## src/rtl/mic_delay_sum.sv

```systemverilog
// Two-channel delay-and-sum stage: per-channel circular history with a
// programmable integer-sample delay, averaged into one mono output sample.
module mic_delay_sum #(
  parameter int unsigned DEPTH_LOG2 = 5,
  parameter int unsigned SAMPLE_W   = 16
) (
  input  logic                  clock_in,
  input  logic                  reset_n_in,
  input  logic [SAMPLE_W-1:0]   left_sample_in,
  input  logic [SAMPLE_W-1:0]   right_sample_in,
  input  logic                  new_sample_in,
  input  logic [DEPTH_LOG2-1:0] delay_left_in,
  input  logic [DEPTH_LOG2-1:0] delay_right_in,
  output logic [SAMPLE_W-1:0]   sum_sample_out,
  output logic                  sum_valid_out,
  output logic                  busy_out,
  output logic [7:0]            drop_count_out
);

  localparam int unsigned DEPTH  = 1 << DEPTH_LOG2;
  localparam int unsigned SUM_W  = SAMPLE_W + 1;
  localparam int unsigned DROP_W = 8;

  typedef enum logic [1:0] {
    S_IDLE = 2'd0,
    S_READ = 2'd1,
    S_SUM  = 2'd2
  } state_t;

  state_t r_state;
  state_t w_state_nxt;

  logic [SAMPLE_W-1:0]   r_hist_l [DEPTH];
  logic [SAMPLE_W-1:0]   r_hist_r [DEPTH];
  logic [DEPTH_LOG2-1:0] r_wp;
  logic [DEPTH_LOG2-1:0] r_dl;
  logic [DEPTH_LOG2-1:0] r_dr;
  logic [SAMPLE_W-1:0]   r_rd_l;
  logic [SAMPLE_W-1:0]   r_rd_r;
  logic [SAMPLE_W-1:0]   r_sum;
  logic                  r_valid;
  logic                  r_busy;
  logic [DROP_W-1:0]     r_drop;

  logic                  w_accept;
  logic                  w_read;
  logic                  w_sum;
  logic                  w_drop;
  logic [DEPTH_LOG2-1:0] w_addr_l;
  logic [DEPTH_LOG2-1:0] w_addr_r;
  logic [SUM_W-1:0]      w_sum_full;

  // State register
  always_ff @(posedge clock_in or negedge reset_n_in) begin
    if (!reset_n_in) begin
      r_state <= S_IDLE;
    end else begin
      r_state <= w_state_nxt;
    end
  end

  // Next-state logic
  always_comb begin
    w_state_nxt = r_state;
    case (r_state)
      S_IDLE:  if (new_sample_in) w_state_nxt = S_READ;
      S_READ:  w_state_nxt = S_SUM;
      S_SUM:   w_state_nxt = S_IDLE;
      default: w_state_nxt = S_IDLE;
    endcase
  end

  // Per-state datapath strobes; a pulse arriving while busy is counted and ignored
  always_comb begin
    w_accept = 1'b0;
    w_read   = 1'b0;
    w_sum    = 1'b0;
    w_drop   = 1'b0;
    case (r_state)
      S_IDLE: w_accept = new_sample_in;
      S_READ: begin
        w_read = 1'b1;
        w_drop = new_sample_in;
      end
      S_SUM: begin
        w_sum  = 1'b1;
        w_drop = new_sample_in;
      end
      default: ;
    endcase
  end

  // Read addresses wrap modulo the history depth
  assign w_addr_l = r_wp - r_dl;
  assign w_addr_r = r_wp - r_dr;

  // One extra bit of headroom, then floor-halve: the average cannot overflow
  assign w_sum_full = {r_rd_l[SAMPLE_W-1], r_rd_l} + {r_rd_r[SAMPLE_W-1], r_rd_r};

  // Sample history, cleared on reset so unfilled slots read as zero
  always_ff @(posedge clock_in or negedge reset_n_in) begin
    if (!reset_n_in) begin
      for (int i = 0; i < int'(DEPTH); i++) begin
        r_hist_l[i] <= '0;
        r_hist_r[i] <= '0;
      end
    end else if (w_accept) begin
      r_hist_l[r_wp] <= left_sample_in;
      r_hist_r[r_wp] <= right_sample_in;
    end
  end

  always_ff @(posedge clock_in or negedge reset_n_in) begin
    if (!reset_n_in) begin
      r_wp   <= '0;
      r_dl   <= '0;
      r_dr   <= '0;
      r_rd_l <= '0;
      r_rd_r <= '0;
    end else begin
      if (w_accept) begin
        r_dl <= delay_left_in;
        r_dr <= delay_right_in;
      end
      if (w_read) begin
        r_rd_l <= r_hist_l[w_addr_l];
        r_rd_r <= r_hist_r[w_addr_r];
      end
      if (w_sum) begin
        r_wp <= r_wp + DEPTH_LOG2'(1);
      end
    end
  end

  // Registered outputs
  always_ff @(posedge clock_in or negedge reset_n_in) begin
    if (!reset_n_in) begin
      r_sum   <= '0;
      r_valid <= 1'b0;
      r_busy  <= 1'b0;
      r_drop  <= '0;
    end else begin
      r_valid <= w_sum;
      r_busy  <= (w_state_nxt != S_IDLE);
      if (w_sum) begin
        r_sum <= w_sum_full[SUM_W-1:1];
      end
      if (w_drop && (r_drop != {DROP_W{1'b1}})) begin
        r_drop <= r_drop + DROP_W'(1);
      end
    end
  end

  assign sum_sample_out = r_sum;
  assign sum_valid_out  = r_valid;
  assign busy_out       = r_busy;
  assign drop_count_out = r_drop;

endmodule

```

## config.mk

```make
export PLATFORM = sky130hd
export DESIGN_NAME = mic_delay_sum
export DESIGN_NICKNAME = d
export VERILOG_FILES = /design/src/rtl/mic_delay_sum.sv
export SDC_FILE = /design/constraint.sdc
export NUM_CORES = 1
export LEC_CHECK = 0
export CORE_ASPECT_RATIO = 1.4
export CORE_UTILIZATION = 45
export CTS_BUF_LIST = sky130_fd_sc_hd__clkbuf_4
export DETAILED_ROUTE_END_ITERATION = 6
export PLACE_DENSITY_LB_ADDON = 0.15
export SYNTH_ARGS = -nofsm -noshare
export SYNTH_HDL_FRONTEND = slang
export SYNTH_SLANG_ARGS = --single-unit
```

## constraint.sdc

```tcl
create_clock -name clock_in -period 5.35 [get_ports clock_in]
set_clock_uncertainty 0.1 [all_clocks]
set_input_delay 0.535 -clock clock_in [delete_from_list [all_inputs] [get_ports clock_in]]
set_output_delay 0.535 -clock clock_in [all_outputs]
set_load 0.01 [all_outputs]
```

# Word-level counts from Yosys, hierarchy flattened
# Index checks and enable logic that the tools add are counted.
dict set report op_classes {
  addsub 5
  order_cmp 4
  eq_ne 3
  muxes 16
  bitwise_logic 3
  reduce_logical 5
}
# op n
set op_table {}
lappend op_table {{512-bit bitwise mux} 2}
lappend op_table {{16-bit binary-select mux with 5-bit select} 2}
lappend op_table {{16-bit demux with 5-bit select} 1}
lappend op_table {{16-bit two-way mux} 5}
lappend op_table {{6-bit greater-or-equal comparator, second input constant} 3}
lappend op_table {{5-bit inverter with 6-bit output} 3}
lappend op_table {{16-bit by 16-bit adder with 17-bit output} 1}
lappend op_table {{5-bit subtractor} 2}
lappend op_table {{8-bit by 1-bit adder with 8-bit output, second input constant} 1}
lappend op_table {{8-bit != test, second input constant} 1}
lappend op_table {{6-bit by 1-bit less-than comparator with 1-bit output, second input constant} 1}
lappend op_table {{5-bit by 1-bit adder with 5-bit output, second input constant} 1}
lappend op_table {{1-bit two-way mux} 4}
lappend op_table {{2-bit one-hot mux with 2 select lines} 1}
lappend op_table {{2-bit by 1-bit == test with 1-bit output, second input constant} 1}
lappend op_table {{2-bit == test, second input constant} 1}
lappend op_table {{1-bit logical AND} 2}
lappend op_table {{2-bit zero test} 1}
lappend op_table {{2-bit two-way mux} 1}
lappend op_table {{2-bit nonzero test} 1}
lappend op_table {{2-bit OR reduction} 1}
dict set report word_totals {
  ff_bits 1099
  inputBits 45
  output_inout_bits 26
  wordCells 110
}

# Logic depth before layout (Yosys ltp)
# Gate-level depths: netlist (run 1).
dict set report logic_depth {
  depth_word 6
  depth_mapped 10
  ltp_nobuf 9
}

# Worst setup path after synthesis (run 1)
# Ideal clock, no wire load.
dict set report synth_timing {
  kind {reg-to-reg}
  from {register r_wp[0]}
  to {register r_rd_r[0]}
  setup_ns 0.126
  arrival_time_ns 2.875
  t_required_ns 5.124
  path_slack_ns 2.249
  path_stages_with_launch 11
  n_path_buf 3
  period_less_slack_ns 3.101
  path_cell_list {dfrtp_1 > inv_1 > ha_1 > fa_1 > buf_2 > buf_1 > clkbuf_1 > mux4_2 > mux2i_1 > o22ai_1 > a221o_1}
}
dict set report synth_between {
  elab_chain_len 5
}
# item line
set synth_lines {}
lappend synth_lines {{from (decl)} 35} ;# logic [DEPTH_LOG2-1:0] r_wp;
lappend synth_lines {{from (signal assigned)} 130} ;# r_wp <= r_wp + DEPTH_LOG2'(1);
lappend synth_lines {{5-bit subtractor} 95} ;# assign w_addr_r = r_wp - r_dr;
lappend synth_lines {{5-bit inverter with 6-bit output (implied by the code)} 127} ;# r_rd_r <= r_hist_r[w_addr_r];
lappend synth_lines {{16-bit binary-select mux with 5-bit select} 127}
lappend synth_lines {{16-bit two-way mux (implied by the code) (2 in series)} 127}
lappend synth_lines {{to (signal assigned)} 127}
lappend synth_lines {{to (decl)} 39} ;# logic [SAMPLE_W-1:0] r_rd_r;
# Every way passes these cells. The select of a mux whose other input is x is not followed.
# A chain may end at the register's enable or synchronous reset.

# Worst setup path in the final report (run 1)
dict set report layout_timing {
  from {register r_wp[0]}
  to {register r_rd_r[10]}
}
# Same word-level chain as after synthesis.

==> results.toml, run 1 <==
[run_status]
status = "finished, final reports clean"

[routing]
wirelength_mm = 142
dr.pass1.iters = 7
ant_nets = 0
wl_per_cell_um = 29.1
drtIter0Drc = 1595
via_per_inst = 5.96
vias = 29100
drc = 0

[placement]
pre_cts_slack_ns = 1.40
gp_congestion = 0.817
hpwl_mm = 84.1
placed_area_sq_um = 52300
portBuffers = 70

[global_routing]
grt_usage = 0.261
use_met3 = 0.0532
antenna_found_initial = 7
busiest_layer = "met2"
met2_usage = 0.451
grt.met1_usage = 0.326
grt_max_degree = 171
grt_overflow = 0
grt_pass1_wl_mm = 215
grt_pass1_vias = 32500

[floorplanning]
dieArea_sq_um = 112000
die_y_um = 396
rows = 144
core_sq_um = 110000
start_util = 0.453
die_w_um = 283
ios = 71

[power]
leakage_uw = 0.0264
peakVddDrop_v = 0.00102
powerDensity_nw_per_um2 = 573

[clock_tree]
htree_levels = 5
cts_setup_buffers = 0
cts.sinks = 1099
cts_tree = "built"
cts.clk_slew.worst_paths_ns = 0.06
cts_root_buf = "clkbuf_4"
cts_buffers = 292
cts_buffer_depth = 4
clkLatencyLatePin_ns = 1.22

[cells_and_area]
fin_area_sq_um = 55600
drive_gt1_frac = 0.547
fillers = 9291
nets = 3349
area_growth_pct = 11.7

[yosys]
syn-cell-area_sq_um = 49800
synth_edf_count = 0
synthArstFlopShare = 1.00
yosysUniqueCellTypes = 53
yosys_warnings = 0
syn_avg_cell_area_sq_um = 16.1
syn_nets = 3174
ys_ff_latch = 1099
seq_area_frac_synth = 0.552
synth_top_flop_cell = "dfrtp_1"
synthCells = 3095

[worst_setup_path]
arrival_ns = 4.89
path_class = "reg2reg"
worst_setup_path_end_kind = "register"
crit_path_max_fanout = 64
startpoint_type = "register"
worstPathRequired_ns = 6.29

[sta]
tightestPinTransition_ns = 1.27
max_slew_margin = 0.149
fin_ws_ns = 1.39
fin_setup_tns_ns = 0
hold_viol_final = 0
grt_setup_unrepaired = "no"
timing.final.crit_share = 0.739
finalCriticalPeriod_ns = 3.96
setup_violations = 0
fmaxAchievable_mhz = 253
slew_violations = 0

[hold_path]
hp-class = "in2reg"

[run]
maxCapViolations = 0
metal layers:
layer / part of all wire / vias to the layer above
met1: 0.41 / 16000
met4: 0.027 / 6
li1: - / 12100
met2: 0.52 / 778
met3: 0.044 / 261
met5: 0.00029 / -
report_power, final:
group / switching, uW / leakage (uW) / total, uW / internal, uW
sequential: 1160 / 0.0149 / 11400 / 10300
combinational: 7050 / 0.00957 / 13700 / 6680
clock: 3310 / 0.00193 / 6720 / 3410
total: 11500 / 0.0264 / 31900 / 20400
cell type report:
cell class                      instances  area (sq um)  area share
Sequential cell                      1099         27500       0.494
Multi-Input combinational cell       1699         21400       0.384
Clock buffer                          394          2960      0.0532
Tap cell                             1460          1830      0.0328
Timing Repair Buffer                  159          1670      0.0300
Clock inverter                         48           214     0.00384
Inverter                               19          71.3     0.00128
Antenna cell                            9          22.5    0.000405
placed cells by master (no fill, tap or decap), types with 6 or more instances in the layout:
master / n
dfrtp_1: 1099
mux2_2: 1042
clkbuf_4: 394
mux4_2: 288
clkdlybuf4s50_1: 69
mux2i_1: 61
buf_4: 57
clkinv_1: 34
a221o_1: 32
o22ai_1: 30
ha_1: 29
buf_12: 20
inv_1: 18
nand2_1: 18
a21oi_1: 17
nand2_2: 16
nor2_4: 16
o21ai_0: 14
xnor2_1: 13
nor2_1: 13
nand3_1: 12
dlygate4sd3_1: 11
xor2_1: 10
diode_2: 9
inv_2: 8
o211ai_1: 7
and3_1: 6
nand4_1: 6
nor2b_1: 6
a211oi_1: 6
clkinv_2: 6
logic make-up after synthesis:
family | Yosys count | share of synthesized area
adder cells (fa/ha/maj) | 34 | 0.00899
multiplexers | 1393 | 0.379
AO/OA/AOI/OAI | 131 | 0.0191
flip-flops | 1099 | 0.552
XOR/XNOR | 27 | 0.00527
AND/OR/NAND/NOR | 114 | 0.0112
buffers and inverters | 297 | 0.0245
synthesized netlist by cell type, drive strengths merged, types with 2 or more instances:
cell,instances,area [sq um]
nand3b,4,30.0
nand3,12,60.1
o2bb2ai,2,17.5
o21ai,17,88.8
o22ai,30,188
nand4,6,37.5
xnor2,17,175
nand2,34,128
a21o,3,22.5
mux2i,61,611
ha,31,388
mux2,1042,11700
a21oi,17,85.1
mux4,290,6540
a221o,32,320
and4,2,17.5
buf,96,467
o211ai,7,52.6
nor2b,6,37.5
o21bai,4,30.0
xor2,10,87.6
or2,2,12.5
nor3b,6,50.1
a211oi,6,45.0
fa,3,60.1
and3,6,37.5
nor3,3,15.0
nor2,29,109
dfrtp,1099,27500
inv,19,71.3
clkbuf,182,683
a31oi,2,12.5
o21a,5,37.5
state kept, by name, summed over array words and instances (netlist names):
name	count
r_dr	5
r_rd_l	16
busy_out	1
r_hist_l	512
r_rd_r	16
r_hist_r	512
r_state	2
r_wp	5
drop_count_out	8
sum_valid_out	1
sum_sample_out	16
r_dl	5
metrics by stage:
step                total power (uW)  hold WS (ns)  utilization  instances
finish                         31900         0.153        0.506       4887
global route                   33600        0.0476        0.506       4886
CTS                            32400        0.0261        0.506       4878
detailed placement             25500         0.387        0.476       4424
global placement               25100         0.381        0.476       4424
floorplan                      21000         0.139            -       3095
worst paths after layout:
kind / slack [ns] / to / start / depth (start not counted)
worst max-delay path: 1.39 / r_rd_r[10] / r_wp[0] / 7
worst min-delay path: 0.15 / r_dl[0] / delay_left_in[0] / 2
worst max register to register: 1.39 / r_rd_r[10] / r_wp[0] / 7
worst min register to register: 0.40 / drop_count_out[6] / drop_count_out[6] / 1
max in group asynchronous: 3.56 / r_hist_r[207] / reset_n_in / 4
min in group asynchronous: 0.62 / r_hist_l[366] / reset_n_in / 4
worst max-delay path, cell delays in order, from the launching register on:
cell	delay, ns
dfrtp_1	0.43
inv_1	0.18
ha_4	0.21
fa_4	1.22
buf_12	0.43
mux4_2	0.38
mux4_2	0.47
a221o_1	0.33
what timing repair did:
item,in CTS,in global routing
gates resized for setup,0,0
hold endpoints to repair,258,0
hold buffers,12,0
(Power assumes the default switching activity.)
==> run 2, diff against run 1 <==
==> constraint.sdc (replaced) <==
create_clock -name clock_in -period 3.4 [get_ports clock_in]
set_clock_uncertainty 0.1 [all_clocks]
set_input_delay 0.34 -clock clock_in [delete_from_list [all_inputs] [get_ports clock_in]]
set_output_delay 0.34 -clock clock_in [all_outputs]
set_load 0.01 [all_outputs]
==> run 2 against run 1 <==
Net effect:
- critical path depth stayed put
- largest cell class unchanged
- highest routed layer unchanged
- clock-buffer cell count is 9 higher
- sequential share of layout area decreased by 0.87 points
- via count is 1.0% higher
- cell count is 1.6% higher
- critical endpoint is now r_rd_r[8]
- die area unchanged
==> results.toml, run 2 (synthesized netlist as in run 1, its figures left out) <==
[routing]
wl_per_cell_um = 28.6
drtIter0Drc = 1897
drc = 0
via_per_inst = 5.93
ant_nets = 0
vias = 29400
dr.pass1.iters = 5
wirelength_mm = 142

[floorplanning]
die_w_um = 283
start_util = 0.453
core_sq_um = 110000
rows = 144
die_y_um = 396
dieArea_sq_um = 112000
ios = 71

[placement]
gp_congestion = 0.880
hpwl_mm = 87.5
post-place-cells = 4500
pre_cts_slack_ns = -0.0395
portBuffers = 70
placed_area_sq_um = 53200

[sta]
fin_ws_ns = 0.0741
finalCriticalPeriod_ns = 3.33
holdWs_ns = 0.281
timing.final.crit_share = 0.978
grt_setup_unrepaired = "no"
fmaxAchievable_mhz = 301
hold_viol_final = 0
setup_violations = 0
slew_violations = 0
tightestPinTransition_ns = 1.22
max_slew_margin = 0.184

[clock_tree]
cts.clk_slew.worst_paths_ns = 0.06
cts_buffer_depth = 4
cts_buffers = 295
cts_tree = "built"
clkLatencyLatePin_ns = 1.17
cts_root_buf = "clkbuf_4"
cts.sinks = 1099
htree_levels = 5

[cells_and_area]
top_regs = "r_hist_l (512), r_hist_r (512)"
layoutNonFillerInstCount = 4964
area_growth_pct = 13.7
fin_area_sq_um = 56600
nets = 3431
final_common_cell = "dfrtp_1"
drive_gt1_frac = 0.556
most-common-layout-cells = "dfrtp_1 (1099), mux2_2 (1042), clkbuf_4 (403)"

[power]
leakage_uw = 0.0269
peakVddDrop_v = 0.00127
powerDensity_nw_per_um2 = 906

[global_routing]
grt_pass1_wl_mm = 214
grt_pass1_vias = 32500
grt_overflow = 0
grt_usage = 0.260
grt_max_degree = 127
antenna_found_initial = 9

[worst_setup_path]
timing.critical_path.buf_inv = 2
worst_setup_path_end_kind = "register"
timing.critical_path.mode_cell = "mux4_2"
slowest_delay_ns = 0.82
crit_chain = "inv_1 > ha_4 > fa_4 > buf_4 > mux4_2 > mux4_2 > a221o_1"
startpoint_type = "register"
arrival_ns = 4.21
critPathSlowestCell = "fa_4"
crit_path_max_fanout = 14
critPathTopFamily = "adder cells"
worstPathRequired_ns = 4.29
path_class = "reg2reg"
ff2ff_setup_slack_ns = 0.07

[hold_path]
hp-class = "in2reg"

[run_status]
status = "finished, final reports clean"

[run]
maxCapViolations = 0
[run 2: per-stage QoR]
step	util	TNS, ns	total power [uW]
after floorplan	-	0	33100
after global placement	0.484	-0.0841	40400
after detailed placement	0.484	-0.219	41000
after CTS	0.515	0	52000
after global routing	0.515	0	54000
final	0.515	0	51300
[run 2: final cells by class]
cell class | instances | area [sq um]
fill | 9177 | 53300
sequential | 1099 | 27500
multi-input combinational | 1699 | 21400
clock buffer | 403 | 3030
timing repair buffer | 238 | 2640
tap | 1460 | 1830
clock inverter | 42 | 211
inverter | 19 | 71.3
antenna | 4 | 10.0
[run 2: final timing paths]
path,from,endpoint,cells past startpoint
worst min register to register,r_hist_l[441],r_hist_l[441],1
worst max register to register,r_wp[0],r_rd_r[8],7
worst max-delay path,r_wp[0],r_rd_r[8],7
max in group asynchronous,reset_n_in,r_hist_r[273],6
worst min-delay path,delay_right_in[1],r_dr[1],3
min in group asynchronous,reset_n_in,r_hist_l[217],4
[run 2: metal layers]
metal  up-vias  track usage  routed length [um]
met5         -            0                  24
met4         4       0.0957                3950
met3       250       0.0505                6230
met2       829        0.444               73500
met1     16100        0.327               58400
li1      12200            -                   -
[run 2: worst reg2reg max path: stages, from the launching register on]
cell and delay (ns):
dfrtp_1 0.35, inv_1 0.14, ha_4 0.21, fa_4 0.82
buf_4 0.30, mux4_2 0.37, mux4_2 0.57, a221o_1 0.35
[run 2: timing repair]
action	CTS	global route
setup buffers	0	0
gates resized for setup	1	0
endpoints found under the hold margin	1137	0
hold buffers	15	0
setup endpoints to repair	2	0
[run 2: where the power goes]
| part | internal, uW | leakage [uW] | switching, uW | total [uW] |
|---|---|---|---|---|
| registers | 16200 | 0.0149 | 1810 | 18000 |
| clock network | 5540 | 0.00196 | 5190 | 10700 |
| logic | 11400 | 0.0101 | 11200 | 22600 |
| total | 33100 | 0.0269 | 18200 | 51300 |
==> run 3, diff against run 2 <==
--- a/config.mk
+++ b/config.mk
@@ -5,6 +5,7 @@
 export SDC_FILE = /design/constraint.sdc
 export NUM_CORES = 1
 export LEC_CHECK = 0
+export CAP_MARGIN = 20
 export CORE_ASPECT_RATIO = 1.4
 export CORE_UTILIZATION = 45
 export CTS_BUF_LIST = sky130_fd_sc_hd__clkbuf_4
==> run 3 against run 2 <==
Net effect:
- setup slack better by 0.049 ns
- non-clock buffer count is 21 higher
- cell count grew 0.52%
- register-to-register slack better by 0.05 ns
- via count down 0.13%
- combinational power hardly changed
- routed wire length down 0.15%
- utilization up 0.29 points
- hold slack worse by 0.10 ns
- critical endpoint unchanged
- highest routed layer unchanged
==> results.toml, run 3 (synthesized netlist as in run 1, its figures left out) <==
[worst_setup_path]
slowest_delay_ns = 0.82
crit_path_max_fanout = 14
arrival_ns = 4.20
crit_chain = "inv_1 > ha_4 > fa_4 > buf_4 > mux4_2 > mux4_2 > a221o_1"
worstPathRequired_ns = 4.32
critPathTopFamily = "adder cells"
path_class = "reg2reg"
startpoint_type = "register"
critPathSlowestCell = "fa_4"
timing.critical_path.mode_cell = "mux4_2"
worst_setup_path_end_kind = "register"
timing.critical_path.buf_inv = 2

[power]
peakVddDrop_v = 0.00125
power_switching_uw = 18100
internal_power_uw = 33000
switching_share = 0.354
comb_power_share = 0.442
power.share.sequential = 0.351
power_frac_clock = 0.207
powerDensity_nw_per_um2 = 898
leakage_uw = 0.0271

[routing]
via_per_inst = 5.89
ant_nets = 0
drc = 0
wl_per_cell_um = 28.4
wirelength_mm = 142
drtIter0Drc = 2015
dr.pass1.iters = 5
vias = 29400

[floorplanning]
ios = 71
die_y_um = 396
start_util = 0.453
dieArea_sq_um = 112000
core_sq_um = 110000
rows = 144
die_w_um = 283

[cells_and_area]
area_growth_pct = 14.3
nets = 3448
layoutNonFillerInstCount = 4990
top_regs = "r_hist_l (512), r_hist_r (512)"
most-common-layout-cells = "dfrtp_1 (1099), mux2_2 (1042), clkbuf_4 (406)"
final_common_cell = "dfrtp_1"
drive_gt1_frac = 0.557

[global_routing]
grt_pass1_vias = 32500
grt_pass1_wl_mm = 213
antenna_found_initial = 10
grt_overflow = 0
grt_max_degree = 127
grt_usage = 0.259

[placement]
portBuffers = 70
post-place-cells = 4501
gp_congestion = 0.880
hpwl_mm = 87.5

[sta]
slew_violations = 0
fmaxAchievable_mhz = 305
holdWs_ns = 0.178
setup_violations = 0
timing.final.crit_share = 0.964
grt_setup_unrepaired = "no"
hold_viol_final = 0
tightestPinTransition_ns = 1.10
max_slew_margin = 0.263
finalCriticalPeriod_ns = 3.28
fin_setup_tns_ns = 0

[clock_tree]
clkLatencyLatePin_ns = 1.19
cts_root_buf = "clkbuf_4"
cts.clk_slew.worst_paths_ns = 0.08
cts_setup_buffers = 0
htree_levels = 5
cts_tree = "built"
cts.sinks = 1099
cts_hold_buf = 15
cts_buffer_depth = 4
cts_buffers = 291
cts_resized = 0

[run_status]
status = "finished, final reports clean"

[hold_path]
hp-class = "in2reg"

[run]
maxCapViolations = 0
## run 3: changes by cell type in the layout (fill, tap and decap cells not counted), moves of 2 or more
| cell | previous run | this run |
|---|---|---|
| dlygate4sd3_1 | 14 | 23 |
| buf_16 | 1 | 6 |
| buf_8 | 1 | 5 |
| diode_2 | 4 | 8 |
| clkbuf_4 | 403 | 406 |
| clkinv_2 | 1 | 4 |
| bufinv_16 | 2 | 0 |
| clkbuf_16 | 0 | 2 |
| clkinv_1 | 34 | 32 |
## run 3: power by group through the flow
stage | clock network, uW | registers (uW) | logic, uW
after floorplan | 0 | 17400 | 15700
after global placement | 0 | 18000 | 22500
after detailed placement | 0 | 18200 | 22800
after CTS | 11000 | 17900 | 22900
after global routing | 11600 | 18300 | 23900
final | 10600 | 18000 | 22600
## run 3: metrics by stage
step | worst slack (ns) | utilization | cell area, sq um | total power, uW
finish | 0.123 | 0.518 | 57000 | 51200
global route | 0.0634 | 0.518 | 57000 | 53800
CTS | 0.126 | 0.515 | 56600 | 51800
detailed placement | 0.106 | 0.484 | 53200 | 41000
global placement | -0.0175 | 0.484 | 53200 | 40400
floorplan | 0.299 | - | 49800 | 33100
## run 3: path summary, 6_finish.rpt
check | slack (ns) | depth (start not counted) | to | from
min in group asynchronous | 0.35 | 4 | r_hist_l[201] | reset_n_in
worst min-delay path | 0.18 | 2 | r_hist_r[443] | right_sample_in[11]
max in group asynchronous | 1.79 | 6 | r_hist_r[273] | reset_n_in
worst min register to register | 0.39 | 1 | drop_count_out[6] | drop_count_out[6]
worst max register to register | 0.12 | 7 | r_rd_r[8] | r_wp[0]
worst max-delay path | 0.12 | 7 | r_rd_r[8] | r_wp[0]
## run 3: final cells by class
class | count | area [sq um]
Antenna cell | 8 | 20.0
Timing Repair Buffer | 259 | 2980
Clock inverter | 40 | 155
Multi-Input combinational cell | 1699 | 21400
Inverter | 19 | 71.3
Fill cell | 9186 | 52900
Clock buffer | 406 | 3050
Sequential cell | 1099 | 27500
Tap cell | 1460 | 1830
## run 3: routing by layer
metal,vias to the layer above,GRT usage,wire length [um]
met3,261,0.0514,6100
met2,794,0.447,73800
met1,16000,0.322,58000
met4,4,0.0900,3970
met5,-,0,27
li1,12300,-,-
## run 3: worst reg2reg max path: stages (launching register included)
cell	delay [ns]
dfrtp_1	0.34
inv_1	0.14
ha_4	0.21
fa_4	0.82
buf_4	0.29
mux4_2	0.36
mux4_2	0.57
a221o_1	0.35
